<file path="config.mk">
export PLATFORM = sky130hd
export DESIGN_NAME = display_sequencer
export DESIGN_NICKNAME = d
export VERILOG_FILES = /design/src/rtl/display_sequencer_pkg.sv /design/src/rtl/display_sequencer_bin2bcd.sv /design/src/rtl/display_sequencer.sv
export SDC_FILE = /design/constraint.sdc
export NUM_CORES = 1
export LEC_CHECK = 0
export ABC_AREA = 1
export CORE_ASPECT_RATIO = 1.75
export CORE_MARGIN = 5
export CORE_UTILIZATION = 47
export DETAILED_ROUTE_END_ITERATION = 10
export PLACE_DENSITY = 0.68
export SYNTH_ARGS = -nofsm -noshare
export SYNTH_HDL_FRONTEND = slang
export SYNTH_SLANG_ARGS = --single-unit
export TNS_END_PERCENT = 1
</file>
<file path="constraint.sdc">
create_clock -name clk -period 2 [get_ports clk]
set_input_delay 0.4 -clock clk [delete_from_list [all_inputs] [get_ports clk]]
set_output_delay 0.4 -clock clk [all_outputs]
set_load 0.03 [all_outputs]
</file>
<file path="src/rtl/display_sequencer_pkg.sv">
`default_nettype none
// ============================================================================
//  Module      : display_sequencer_pkg
//  Description : Shared FSM state encoding, display constants and a helper
//                for sizing the result-hold counter.
//  Revision    : 1.0 - initial release
// ============================================================================
package display_sequencer_pkg;

    // Conversion sequencer states
    typedef enum logic [1:0] {
        ST_IDLE = 2'd0,
        ST_LOAD = 2'd1,
        ST_CONV = 2'd2,
        ST_DONE = 2'd3
    } state_e;

    // Digit code shown on every position when the value does not fit
    localparam logic [3:0]  DIG_ERR = 4'hE;

    // Largest value representable on four decimal digits
    localparam int unsigned BCD_MAX = 9999;

    // Width of a down-counter that must hold CYCLES-1; never narrower than 1
    function automatic int hold_w(input int cycles);
        return (cycles <= 1) ? 1 : $clog2(cycles);
    endfunction

endpackage : display_sequencer_pkg
`default_nettype wire

</file>
<file path="src/rtl/display_sequencer_bin2bcd.sv">
`default_nettype none
// ============================================================================
//  Module      : bin2bcd_seq
//  Description : Sequential shift-add-3 binary to BCD converter. start_i
//                latches the operand and clears the accumulator; BIN_W shift
//                steps follow. done_o is high during the final step, so bcd_o
//                and ovf_o hold the finished result from the next cycle on.
//  Revision    : 1.0 - initial release
// ============================================================================
module bin2bcd_seq
    import display_sequencer_pkg::*;
#(
    parameter int BIN_W = 14
) (
    input  logic             clk,
    input  logic             rst_n,
    input  logic             start_i,
    input  logic [BIN_W-1:0] bin_i,
    output logic             done_o,
    output logic [15:0]      bcd_o,
    output logic             ovf_o
);

    localparam int CNT_W = $clog2(BIN_W + 1);
    localparam logic [CNT_W-1:0] LAST_STEP = CNT_W'(BIN_W - 1);

    logic [BIN_W-1:0] shift_q;
    logic [15:0]      bcd_q;
    logic [CNT_W-1:0] cnt_q;
    logic             busy_q;
    logic             ovf_q;
    logic [15:0]      w_adj;

    // Add-3 correction on every nibble that would reach 10 or more after shifting
    for (genvar g = 0; g < 4; g++) begin : g_nib
        assign w_adj[4*g +: 4] = (bcd_q[4*g +: 4] >= 4'd5) ? (bcd_q[4*g +: 4] + 4'd3)
                                                           :  bcd_q[4*g +: 4];
    end

    // Load on start, then shift one operand bit into the corrected accumulator per cycle
    always_ff @(posedge clk or negedge rst_n) begin
        if (!rst_n) begin
            shift_q <= '0;
            bcd_q   <= '0;
            cnt_q   <= '0;
            busy_q  <= 1'b0;
            ovf_q   <= 1'b0;
        end else if (start_i) begin
            shift_q <= bin_i;
            bcd_q   <= '0;
            cnt_q   <= '0;
            busy_q  <= 1'b1;
            ovf_q   <= (32'(bin_i) > BCD_MAX);
        end else if (busy_q) begin
            bcd_q   <= {w_adj[14:0], shift_q[BIN_W-1]};
            shift_q <= {shift_q[BIN_W-2:0], 1'b0};
            cnt_q   <= cnt_q + 1'b1;
            if (cnt_q == LAST_STEP) begin
                busy_q <= 1'b0;
            end
        end
    end

    assign done_o = busy_q && (cnt_q == LAST_STEP);
    assign bcd_o  = bcd_q;
    assign ovf_o  = ovf_q;

endmodule : bin2bcd_seq
`default_nettype wire

</file>
<file path="src/rtl/display_sequencer.sv">
`default_nettype none
// ============================================================================
//  Module      : display_sequencer
//  Description : Shares the 4-digit display between the live operand and the
//                sqrt result. A result owns the display for a hold window; the
//                selected value is converted to BCD and presented atomically
//                with a leading-zero blank mask and an overflow flag.
//  Revision    : 1.0 - initial release
// ============================================================================
module display_sequencer
    import display_sequencer_pkg::*;
#(
    parameter int CLK_FREQ = 100000000,
    parameter int HOLD_MS  = 2000,
    parameter int BIN_W    = 14
) (
    input  logic             clk,
    input  logic             clr,
    input  logic [BIN_W-1:0] op_val,
    input  logic [BIN_W-1:0] res_val,
    input  logic             res_valid,
    output logic [3:0]       dig1,
    output logic [3:0]       dig2,
    output logic [3:0]       dig3,
    output logic [3:0]       dig4,
    output logic [3:0]       blank,
    output logic             src,
    output logic             ovf
);

    localparam int HOLD_CYC = HOLD_MS * (CLK_FREQ / 1000);
    localparam int HOLD_W   = hold_w(HOLD_CYC);
    // A zero-length hold still grants the result one cycle of ownership
    localparam logic [HOLD_W-1:0] HOLD_LOAD = HOLD_W'((HOLD_CYC == 0) ? 0 : HOLD_CYC - 1);

    state_e           state_q, state_d;
    logic             src_q;
    logic [HOLD_W-1:0] hold_q;
    logic [BIN_W-1:0] res_q;
    logic             pend_q;
    logic [BIN_W-1:0] last_q;
    logic             last_src_q;
    logic [BIN_W-1:0] cval_q;
    logic             csrc_q;
    logic [15:0]      dig_q;
    logic [3:0]       blank_q;
    logic             ovf_q;

    logic [BIN_W-1:0] w_sel;
    logic             w_trig;
    logic             w_pend_set;
    logic             w_start;
    logic             w_conv_done;
    logic [15:0]      w_bcd;
    logic             w_bcd_ovf;
    logic [3:0]       w_blank;

    assign w_sel  = src_q ? res_q : op_val;
    assign w_trig = (w_sel != last_q) || (src_q != last_src_q) || pend_q;

    // Any disturbance while a conversion is in flight forces one more pass afterwards
    assign w_pend_set = ((state_q == ST_LOAD) && res_valid) ||
                        ((state_q == ST_CONV) && (res_valid || (w_sel != cval_q) || (src_q != csrc_q)));

    // Leading zeros are blanked from the left; the rightmost digit is always lit
    assign w_blank[3] = (w_bcd[15:12] == 4'd0);
    assign w_blank[2] = w_blank[3] && (w_bcd[11:8] == 4'd0);
    assign w_blank[1] = w_blank[2] && (w_bcd[7:4] == 4'd0);
    assign w_blank[0] = 1'b0;

    bin2bcd_seq #(
        .BIN_W (BIN_W)
    ) u_bin2bcd (
        .clk     (clk),
        .rst_n   (clr),
        .start_i (w_start),
        .bin_i   (w_sel),
        .done_o  (w_conv_done),
        .bcd_o   (w_bcd),
        .ovf_o   (w_bcd_ovf)
    );

    // Result ownership: newest result wins and restarts the hold window
    always_ff @(posedge clk or negedge clr) begin
        if (!clr) begin
            src_q  <= 1'b0;
            hold_q <= '0;
            res_q  <= '0;
        end else if (res_valid) begin
            src_q  <= 1'b1;
            hold_q <= HOLD_LOAD;
            res_q  <= res_val;
        end else if (src_q) begin
            if (hold_q == '0) begin
                src_q <= 1'b0;
            end else begin
                hold_q <= hold_q - 1'b1;
            end
        end
    end

    // Sequencer state register
    always_ff @(posedge clk or negedge clr) begin
        if (!clr) begin
            state_q <= ST_IDLE;
        end else begin
            state_q <= state_d;
        end
    end

    // Sequencer next state and converter start strobe
    always_comb begin
        state_d = state_q;
        w_start = 1'b0;
        case (state_q)
            ST_IDLE: if (w_trig) state_d = ST_LOAD;
            ST_LOAD: begin
                w_start = 1'b1;
                state_d = ST_CONV;
            end
            ST_CONV: if (w_conv_done) state_d = ST_DONE;
            ST_DONE: state_d = ST_IDLE;
            default: state_d = ST_IDLE;
        endcase
    end

    // Remember what is being converted and whether it was disturbed meanwhile
    always_ff @(posedge clk or negedge clr) begin
        if (!clr) begin
            cval_q     <= '0;
            csrc_q     <= 1'b0;
            pend_q     <= 1'b0;
            last_q     <= '0;
            last_src_q <= 1'b0;
        end else begin
            if (state_q == ST_LOAD) begin
                cval_q <= w_sel;
                csrc_q <= src_q;
            end
            if (state_q == ST_DONE) begin
                pend_q     <= 1'b0;
                last_q     <= cval_q;
                last_src_q <= csrc_q;
            end else if (w_pend_set) begin
                pend_q <= 1'b1;
            end
        end
    end

    // Publish a finished conversion to the display in one step
    always_ff @(posedge clk or negedge clr) begin
        if (!clr) begin
            dig_q   <= '0;
            blank_q <= 4'b1110;
            ovf_q   <= 1'b0;
        end else if (state_q == ST_DONE) begin
            if (w_bcd_ovf) begin
                dig_q   <= {4{DIG_ERR}};
                blank_q <= 4'b0000;
                ovf_q   <= 1'b1;
            end else begin
                dig_q   <= w_bcd;
                blank_q <= w_blank;
                ovf_q   <= 1'b0;
            end
        end
    end

    assign dig1  = dig_q[15:12];
    assign dig2  = dig_q[11:8];
    assign dig3  = dig_q[7:4];
    assign dig4  = dig_q[3:0];
    assign blank = blank_q;
    assign ovf   = ovf_q;
    assign src   = src_q;

endmodule : display_sequencer
`default_nettype wire

</file>
==> flow_summary_export.csv, run 1 <==
group,metric,value,unit
synthesis,synthesis.nets,967,
synthesis,synth_edf_count,0,
clock_tree,clkSinkCount,132,
floorplanning,io_pins,53,
final_layout,fillers,1370,
route,drc,0,
synthesis,synth_cells,916,
grt,grt_pass1_wl,31.1,mm
worst_setup_path,crit_fanout,2,
synthesis,yosysWarnings,0,
timing,worst_pin_slew,0.616,ns
route,routed_wl,19.1,mm
timing,hold_ws,0.466,ns
clock_tree,cts-root-buf,"clkbuf_16",
route,vias_per_cell,5.23,
power,switching_share,39.3,%
timing,clock-skew-final,0.0117,ns
placed_design,finalWeightedCongestion,0.917,
final_layout,final_area,0.00854,mm2
worst_setup_path,crit_slowest_cell,"clkdlybuf4s50_1",
route,ant_nets,0,
synthesis,synth_area_per_cell,7.72,um2
grt,grt_usage,23.0,%
placed_design,dp_slack,-0.0128,ns
worst_hold_path,min-delay-start,"blank[2]",
synthesis,syn-cell-area,0.00707,mm2
timing,finalCriticalPeriod,1.88,ns
timing,finalCritPeriodShare,93.8,%
grt,grt_max_degree,59,
status,status,"finished clean",
timing,final.setup.tns,0,ns
grt,antenna_found_initial,0,
timing,rsz0062_at_grt,"false",
worst_hold_path,hold_path.class,"reg2reg",
final_layout,diodes,0,
power,cellLeakagePower,0.00410,uW
timing,fmax,533,MHz
floorplanning,dieArea,0.0177,mm2
floorplanning,initial_core_util,47.7,%
placed_design,io_buffers,51,
timing,hold_violations,0,
worst_setup_path,startpoint,"ovf",
timing,slew_violations,0,
synthesis,ys_ff_latch,132,
worst_setup_path,critPathLaunchType,"register",
power,power_frac_comb,36.3,%
worst_setup_path,crit_required,1.60,ns
floorplanning,rows,59,
worst_setup_path,crit_buf_inv,1,
clock_tree,cts_buffer_depth,2,
clock_tree,clkTransAtPathRegs,0.06,ns
route,firstDrtPassIters,4,
clock_tree,clock_latency,0.42,ns
final_layout,fin_nets,1043,
route,vias,6218,
timing,fin_ws,0.124,ns
timing,maxSlewHeadroom,58.8,%
route,wl_per_cell,16.1,um
power,power_density,1300,mW/mm2
clock_tree,cts_buffers,17,
job,maxCapViolCount,0,
route,drt_iter0_markers,259,
worst_setup_path,crit_chain,"clkdlybuf4s50_1",
synthesis,synth_cell_types,34,
timing,setup_violations,0,
worst_setup_path,slowest_delay,0.69,ns
synthesis,ys_seq_area_share,46.8,%
grt,first_global_vias,6198,
placed_design,hpwlAfterDp,14.2,mm
clock_tree,cts_tree,"built",
power,seq_power_share,36.2,%
floorplanning,core_area,0.0148,mm2
floorplanning,die_h,172,um
worst_setup_path,cp_data_arrival_time,1.48,ns
synthesis,synth_ff_type,"dfrtp_1",
worst_setup_path,critPathKind,"reg2out",
worst_setup_path,r2r_start,"hold_q[6]",
power,ir_worst_vdd,0.000835,V
grt,grt-ovfl-total,0,
final_layout,syn_to_final_growth,20.8,%
floorplanning,die_x,103,um
placed_design,placed_cell_area,0.00792,mm2
worst_setup_path,crit_family,"buffers and inverters",
power,internal-power,6760,uW
synthesis,async_reset_ff_share,100,%
worst_setup_path,critPathCaptureType,"primary output",
power,p_clk_share,27.5,%
power,p_sw,4380,uW
clock_tree,cts-htree-levels,4,
final_layout,drive_above_1_share,11.9,%
## cells in the mapped netlist, types with 4 or more instances
cell type  instances  area (um2)
a21oi_2            4        35.0
ha_1              20         250
nor2_1            89         334
nor2_2             6        37.5
o21ai_0           67         335
o22ai_1            9        56.3
o211ai_1           5        37.5
nand2_1          269        1010
o21ai_2           14         123
o21ai_1            6        30.0
xor2_1            15         131
nand4_1           10        62.6
nand3_1           83         415
buf_1              4        15.0
a21oi_1           29         145
dfrtp_1          129        3230
buf_6              5        56.3
inv_1             89         334
buf_2              5        25.0
clkbuf_1          13        48.8
nand2_2           16         100
nand3b_1           7        52.6
## power by group through the flow
stage	clock, uW	combinational, uW	sequential, uW
detailed placement	0	4050	4060
global placement	0	3960	4050
floorplan	0	2400	4290
CTS	3120	4070	4020
global route	3260	4540	4130
finish	3070	4040	4030
## cells by family (layout without fill, tap and decap cells)
group	count (synthesis)	in the layout	share of synthesized area, %
xor gates and xnor gates	17	17	2.11
other	1	1	0.0530
adders and majority gates	20	20	3.54
and+or+nand+nor	487	487	29.1
DFF	132	132	46.8
AOI/OAI and AO/OA	136	136	11.1
buffers and inverters	123	212	7.31
## flip-flops by register name, indices dropped and copies added (netlist names), 2 cells and up
register / flops
u_bin2bcd.bcd_o: 16
u_bin2bcd.shift_q: 14
u_bin2bcd.cnt_q: 4
state_q: 2
res_q: 14
blank: 3
cval_q: 14
hold_q: 28
last_q: 14
dig_q: 16
## placed cells by master (no fill, tap or decap), types with 20 or more instances in the layout
cell type          n
buf_4             32
clkdlybuf4s50_1   46
inv_1             89
ha_1              20
dfrtp_1          129
a21oi_1           29
o21ai_0           67
nand2_1          269
nor2_1            89
nand3_1           83
## per-layer routing
layer	vias up	wire length, um	GRT usage, %
met3	44	608	4.28
li1	3096	-	-
met4	0	740	9.88
met1	2927	7360	25.4
met5	-	0	0
met2	151	10400	42.0
## layout make-up
type | count | area [um2] | area share (%)
multi-input combinational | 661 | 3260 | 38.1
timing repair buffer | 87 | 820 | 9.60
clock buffer | 18 | 439 | 5.14
inverter | 93 | 352 | 4.12
sequential | 132 | 3310 | 38.7
clock inverter | 14 | 138 | 1.61
tap | 183 | 229 | 2.68
## through the flow
| step | util [%] | power, uW | std cells |
|---|---|---|---|
| 3_5_place_dp | 53.4 | 8110 | 1152 |
| 3_3_place_gp | 53.4 | 8010 | 1152 |
| 4_1_cts | 57.3 | 11200 | 1185 |
| 5_1_grt | 57.6 | 11900 | 1188 |
| 2_1_floorplan | - | 6690 | 916 |
| 6_report | 57.6 | 11100 | 1188 |
## repair_timing
item | 4_1_cts | 5_1_grt
setup buffers | 0 | 3
endpoints found under the setup margin | 8 | 3
hold endpoints to repair | 51 | 0
hold buffers | 1 | 0
resized for setup | 4 | 4
## worst paths after layout
check | cells past startpoint | slack (ns) | end
setup / recovery | 1 | 0.12 | ovf
hold / removal | 2 | 0.47 | blank[2]
setup reg to reg | 9 | 0.16 | hold_q[20]
hold reg to reg | 2 | 0.47 | blank[2]
max in group asynchronous | 3 | 0.81 | blank[2]
min in group asynchronous | 2 | 0.53 | res_q[10]
(Power assumes the default switching activity.)
==> run 2: changes to the inputs <==
==> constraint.sdc (replaced) <==
create_clock -name clk -period 2 [get_ports clk]
set_input_delay 0.6 -clock clk [delete_from_list [all_inputs] [get_ports clk]]
set_output_delay 0.6 -clock clk [all_outputs]
set_load 0.03 [all_outputs]
==> run 2 against run 1 <==
Critical path depth did not move; power fell by 0.72%; utilization rose by 0.19 points; cell count rose by 0.42%; fmax fell by 3.8%; via count rose by 0.29%; critical endpoint is now blank[1]; highest routed layer unchanged.
==> flow_summary_export.csv, run 2 (synthesis results as in run 1) <==
group,metric,value,unit
worst_setup_path,critPathKind,"reg2out",
grt,grt-ovfl-total,0,
floorplanning,rows,59,
grt,grt_usage,22.9,%
worst_setup_path,crit_required,1.40,ns
clock_tree,cts_tree,"built",
power,power_density,1290,mW/mm2
final_layout,drive_above_1_share,12.5,%
timing,worst_pin_slew,0.604,ns
final_layout,fin_nets,1048,
final_layout,syn_to_final_growth,21.2,%
clock_tree,hold_buffers,0,
floorplanning,core_area,0.0148,mm2
power,cellLeakagePower,0.00416,uW
clock_tree,post_cts_buffers,0,
worst_hold_path,hold_path.class,"in2async",
route,drc,0,
floorplanning,dieArea,0.0177,mm2
worst_setup_path,crit_slowest_cell,"dfstp_2",
worst_setup_path,cp_data_arrival_time,1.35,ns
clock_tree,cts_buffers,17,
worst_setup_path,slowest_delay,0.53,ns
route,ant_nets,0,
timing,fin_ws,0.0490,ns
final_layout,final_util,57.7,%
worst_setup_path,crit_buf_inv,1,
grt,grt_pass1_wl,31.0,mm
final_layout,largest_register_ffs,28,
floorplanning,initial_core_util,47.7,%
route,drt_iter0_markers,222,
grt,grt_max_degree,43,
timing,clock-skew-final,0.0119,ns
route,wl_per_cell,15.8,um
final_layout,fillers,1372,
job,maxCapViolCount,0,
final_layout,layout_commonest_cell,"nand2_1",
clock_tree,cts-root-buf,"clkbuf_16",
clock_tree,clkTransAtPathRegs,0.07,ns
clock_tree,cts-htree-levels,4,
placed_design,io_buffers,51,
floorplanning,die_h,172,um
final_layout,diodes,0,
clock_tree,clock_latency,0.43,ns
timing,setup_violations,0,
timing,finalCriticalPeriod,1.95,ns
grt,antenna_found_initial,0,
worst_setup_path,critPathCaptureType,"primary output",
status,status,"finished clean",
timing,rsz0062_at_grt,"false",
route,routed_wl,18.8,mm
worst_setup_path,critPathLaunchType,"register",
route,vias_per_cell,5.23,
clock_tree,clkSinkCount,132,
worst_setup_path,crit_fanout,2,
timing,fmax,513,MHz
power,ir_worst_vdd,0.000720,V
floorplanning,io_pins,53,
route,firstDrtPassIters,5,
route,vias,6236,
worst_setup_path,crit_family,"flip-flops",
placed_design,hpwlAfterDp,14.0,mm
final_layout,final_cell_mix,"nand2_1 (269), dfrtp_1 (129), inv_1 (89), nor2_1 (88), nand3_1 (83)",
timing,slew_violations,0,
timing,maxSlewHeadroom,59.7,%
worst_setup_path,r2r_slack,0.16,ns
timing,hold_violations,0,
placed_design,finalWeightedCongestion,0.923,
grt,first_global_vias,6420,
clock_tree,cts_buffer_depth,2,
floorplanning,die_x,103,um
worst_setup_path,crit_chain,"dlygate4sd2_1",
timing,finalCritPeriodShare,97.6,%
final_layout,regMostFlops,"hold_q",
placed_design,dp_slack,-0.101,ns
## run 2: cell types whose count changed in the layout (fill, tap and decap cells not counted), sizes merged
| cell | delta |
|---|---|
| buf | +6 |
| clkinv | -1 |
| dlygate4sd2 | +17 |
| inv | +3 |
| clkdlybuf4s50 | -17 |
| clkbuf | -1 |
| clkinvlp | -1 |
| dlygate4sd3 | -1 |
## run 2: path summary, 6_finish.rpt
path / cells past startpoint / startpoint / endpoint
worst max-delay path: 1 / blank[1] / blank[1]
worst min register to register: 2 / blank[2] / blank[2]
max in group asynchronous: 2 / clr / cval_q[0]
min in group clk: 2 / blank[2] / blank[2]
worst min-delay path: 1 / clr / res_q[8]
worst max register to register: 10 / hold_q[6] / hold_q[25]
## run 2: cell type report
class | count | area (um2) | area share (%)
tap | 183 | 229 | 2.67
inverter | 93 | 352 | 4.10
timing repair buffer | 92 | 842 | 9.83
clock buffer | 17 | 425 | 4.96
sequential | 132 | 3310 | 38.6
multi-input combinational | 661 | 3250 | 38.0
clock inverter | 15 | 159 | 1.85
## run 2: power breakdown
part	switching [uW]	internal, uW
Combinational	2570	1360
Clock	1340	1760
Sequential	505	3530
## run 2: per-layer routing
layer	GRT usage [%]	vias up	share of wire, %
met5	0	-	0
met4	12.8	0	5.2
met3	3.67	59	3.0
met2	41.9	130	53
met1	24.3	2944	38
li1	-	3103	-
## run 2: per-stage QoR
step | TNS [ns] | cells | area, um2 | hold slack [ns] | power, uW
after floorplan | 0 | 916 | 7070 | 0.304 | 6690
after global placement | -0.157 | 1161 | 8000 | 0.456 | 8060
after detailed placement | -0.225 | 1161 | 8000 | 0.460 | 8120
after CTS | 0 | 1193 | 8560 | 0.0829 | 11100
after global routing | 0 | 1193 | 8570 | 0.0924 | 11900
final | 0 | 1193 | 8570 | 0.0783 | 11100
## run 2: worst reg2reg max path: cells and delay by family (launching register included)
kind            cells  cell delay [ns]
buf+inv             2             0.35
simple gates        6             0.75
flops               1             0.42
compound gates      2             0.21
## run 2: repair_timing
action / 4_1_cts / 5_1_grt
pin swaps: 0 / 0
endpoints found under the setup margin: 22 / 3
hold endpoints to repair: 0 / 0
resized for setup: 21 / 3
==> run 3: changes to the inputs <==
--- a/config.mk
+++ b/config.mk
@@ -6,11 +6,13 @@
 export NUM_CORES = 1
 export LEC_CHECK = 0
 export ABC_AREA = 1
-export CORE_ASPECT_RATIO = 1.75
+export CELL_PAD_IN_SITES_DETAIL_PLACEMENT = 2
+export CELL_PAD_IN_SITES_GLOBAL_PLACEMENT = 2
+export CORE_ASPECT_RATIO = 2
 export CORE_MARGIN = 5
-export CORE_UTILIZATION = 47
+export CORE_UTILIZATION = 35
 export DETAILED_ROUTE_END_ITERATION = 10
-export PLACE_DENSITY = 0.68
+export PLACE_DENSITY = 0.82
 export SYNTH_ARGS = -nofsm -noshare
 export SYNTH_HDL_FRONTEND = slang
 export SYNTH_SLANG_ARGS = --single-unit
==> run 3 against run 2 <==
Wire length increased by 58%; power increased by 11%; combinational power increased by 17%; highest routed layer unchanged; worst hold slack got worse by 0.0096 ns; cell area increased by 5.3%.
==> flow_summary_export.csv, run 3 (synthesis results as in run 1) <==
group,metric,value,unit
final_layout,fillers,2338,
grt,first_global_vias,8135,
clock_tree,clkTransAtPathRegs,0.06,ns
worst_setup_path,crit_chain,"nor2_4 > inv_1 > nor2_2 > nand4_2 > buf_4 > o21ai_4 > nand2_2 > buf_12 > o21ai_2 > nand2_1",
route,wirelength_met1,10.3,mm
clock_tree,post_cts_buffers,0,
timing,hold_violations,0,
worst_setup_path,cp_data_arrival_time,2.30,ns
worst_setup_path,r2r_start,"hold_q[3]",
route,vias,6949,
timing,fmax,508,MHz
worst_hold_path,hold_path.class,"in2async",
timing,final.setup.tns,0,ns
clock_tree,cts-root-buf,"clkbuf_16",
grt,grt_usage,26.1,%
timing,rsz0062_at_grt,"true",
route,dr_wl_met3,733,um
route,drc,0,
timing,clock-skew-final,0.0117,ns
timing,hold_ws,0.0687,ns
grt,antenna_found_initial,0,
floorplanning,initial_core_util,35.5,%
timing,finalCritPeriodShare,98.5,%
timing,setup_violations,0,
route,wl_per_cell,22.8,um
timing,finalCriticalPeriod,1.97,ns
route,ant_nets,0,
clock_tree,clkSinkCount,132,
placed_design,dp_slack,-0.155,ns
worst_setup_path,crit_fanout,15,
final_layout,diodes,0,
final_layout,syn_to_final_growth,27.6,%
power,cellLeakagePower,0.00433,uW
worst_setup_path,critPathLaunchType,"register",
route,routed_wl,29.7,mm
placed_design,hpwlAfterDp,20.5,mm
timing,fin_ws,0.0296,ns
worst_setup_path,crit_required,2.33,ns
floorplanning,die_x,111,um
final_layout,largest_register_ffs,28,
worst_setup_path,critPathCaptureType,"register",
grt,grt_max_degree,43,
worst_setup_path,critPathKind,"reg2reg",
final_layout,layout_commonest_cell,"nand2_1",
route,vias_per_cell,5.32,
worst_setup_path,slowest_delay,0.47,ns
final_layout,regMostFlops,"hold_q",
floorplanning,die_h,211,um
clock_tree,cts-htree-levels,4,
clock_tree,cts_tree,"built",
route,wl_met2,16.6,mm
clock_tree,cts_buffer_depth,2,
timing,worst_pin_slew,0.653,ns
grt,grt_pass1_wl,46.7,mm
grt,grt-ovfl-total,0,
clock_tree,cts_buffers,17,
route,highest_layer,"met4",
route,firstDrtPassIters,4,
power,power_density,1370,mW/mm2
floorplanning,dieArea,0.0233,mm2
clock_tree,clock_latency,0.45,ns
timing,slew_violations,0,
floorplanning,io_pins,53,
power,power,12300,uW
power,ir_worst_vdd,0.000547,V
worst_setup_path,crit_slowest_cell,"dfrtp_1",
status,status,"finished clean",
floorplanning,rows,73,
final_layout,drive_above_1_share,15.9,%
final_layout,final_cell_mix,"nand2_1 (268), dfrtp_1 (129), inv_1 (89), nand3_1 (83), nor2_1 (82)",
timing,maxSlewHeadroom,56.0,%
worst_setup_path,startpoint,"hold_q[3]",
final_layout,final_util,45.3,%
final_layout,fin_nets,1081,
placed_design,io_buffers,51,
route,drt_iter0_markers,345,
job,maxCapViolCount,0,
placed_design,finalWeightedCongestion,0.848,
floorplanning,core_area,0.0199,mm2
[run 3: where the power goes]
group | total [uW] | internal, uW | switching (uW)
Combinational | 4600 | 1460 | 3140
Sequential | 4160 | 3530 | 623
Clock | 3580 | 2250 | 1330
Total | 12300 | 7240 | 5090
[run 3: path summary, 6_finish.rpt]
path	endpoint	slack, ns	depth (start not counted)
min	hold_q[19]	0.07	1
min in group clk	res_q[13]	0.47	2
max in group asynchronous	blank[2]	1.25	2
max	hold_q[23]	0.03	10
max reg2reg	hold_q[23]	0.03	10
min reg2reg	res_q[13]	0.47	2
[run 3: layer usage]
| metal | global-route usage, % | vias up |
|---|---|---|
| li1 | - | 3161 |
| met1 | 25.0 | 3539 |
| met2 | 50.4 | 149 |
| met3 | 4.33 | 100 |
| met4 | 16.9 | 0 |
| met5 | 0 | - |
[run 3: worst max-delay path, delay by kind of cell, from the launching register on]
kind	cells	cell delay (ns)
compound gates	2	0.23
buf+inv	3	0.44
flops	1	0.47
simple gates	5	0.71
[run 3: cell type report]
cell class	instances	area, um2	share of cell area, %
Inverter	93	352	3.90
Clock buffer	20	447	4.95
Timing Repair Buffer	125	1090	12.1
Tap cell	262	328	3.63
Clock inverter	12	204	2.26
Sequential cell	132	3310	36.7
Multi-Input combinational cell	661	3290	36.5
[run 3: repair_timing]
| item | 4_1_cts | 5_1_grt |
|---|---|---|
| hold buffers | 0 | 0 |
| gates resized for setup | 30 | 7 |
| setup endpoints to repair | 48 | 22 |
[run 3: stage by stage]
| stage | area, um2 | cells |
|---|---|---|
| after floorplan | 7070 | 916 |
| after global placement | 8350 | 1273 |
| after detailed placement | 8350 | 1273 |
| after CTS | 9000 | 1305 |
| after global routing | 9020 | 1305 |
| final | 9020 | 1305 |
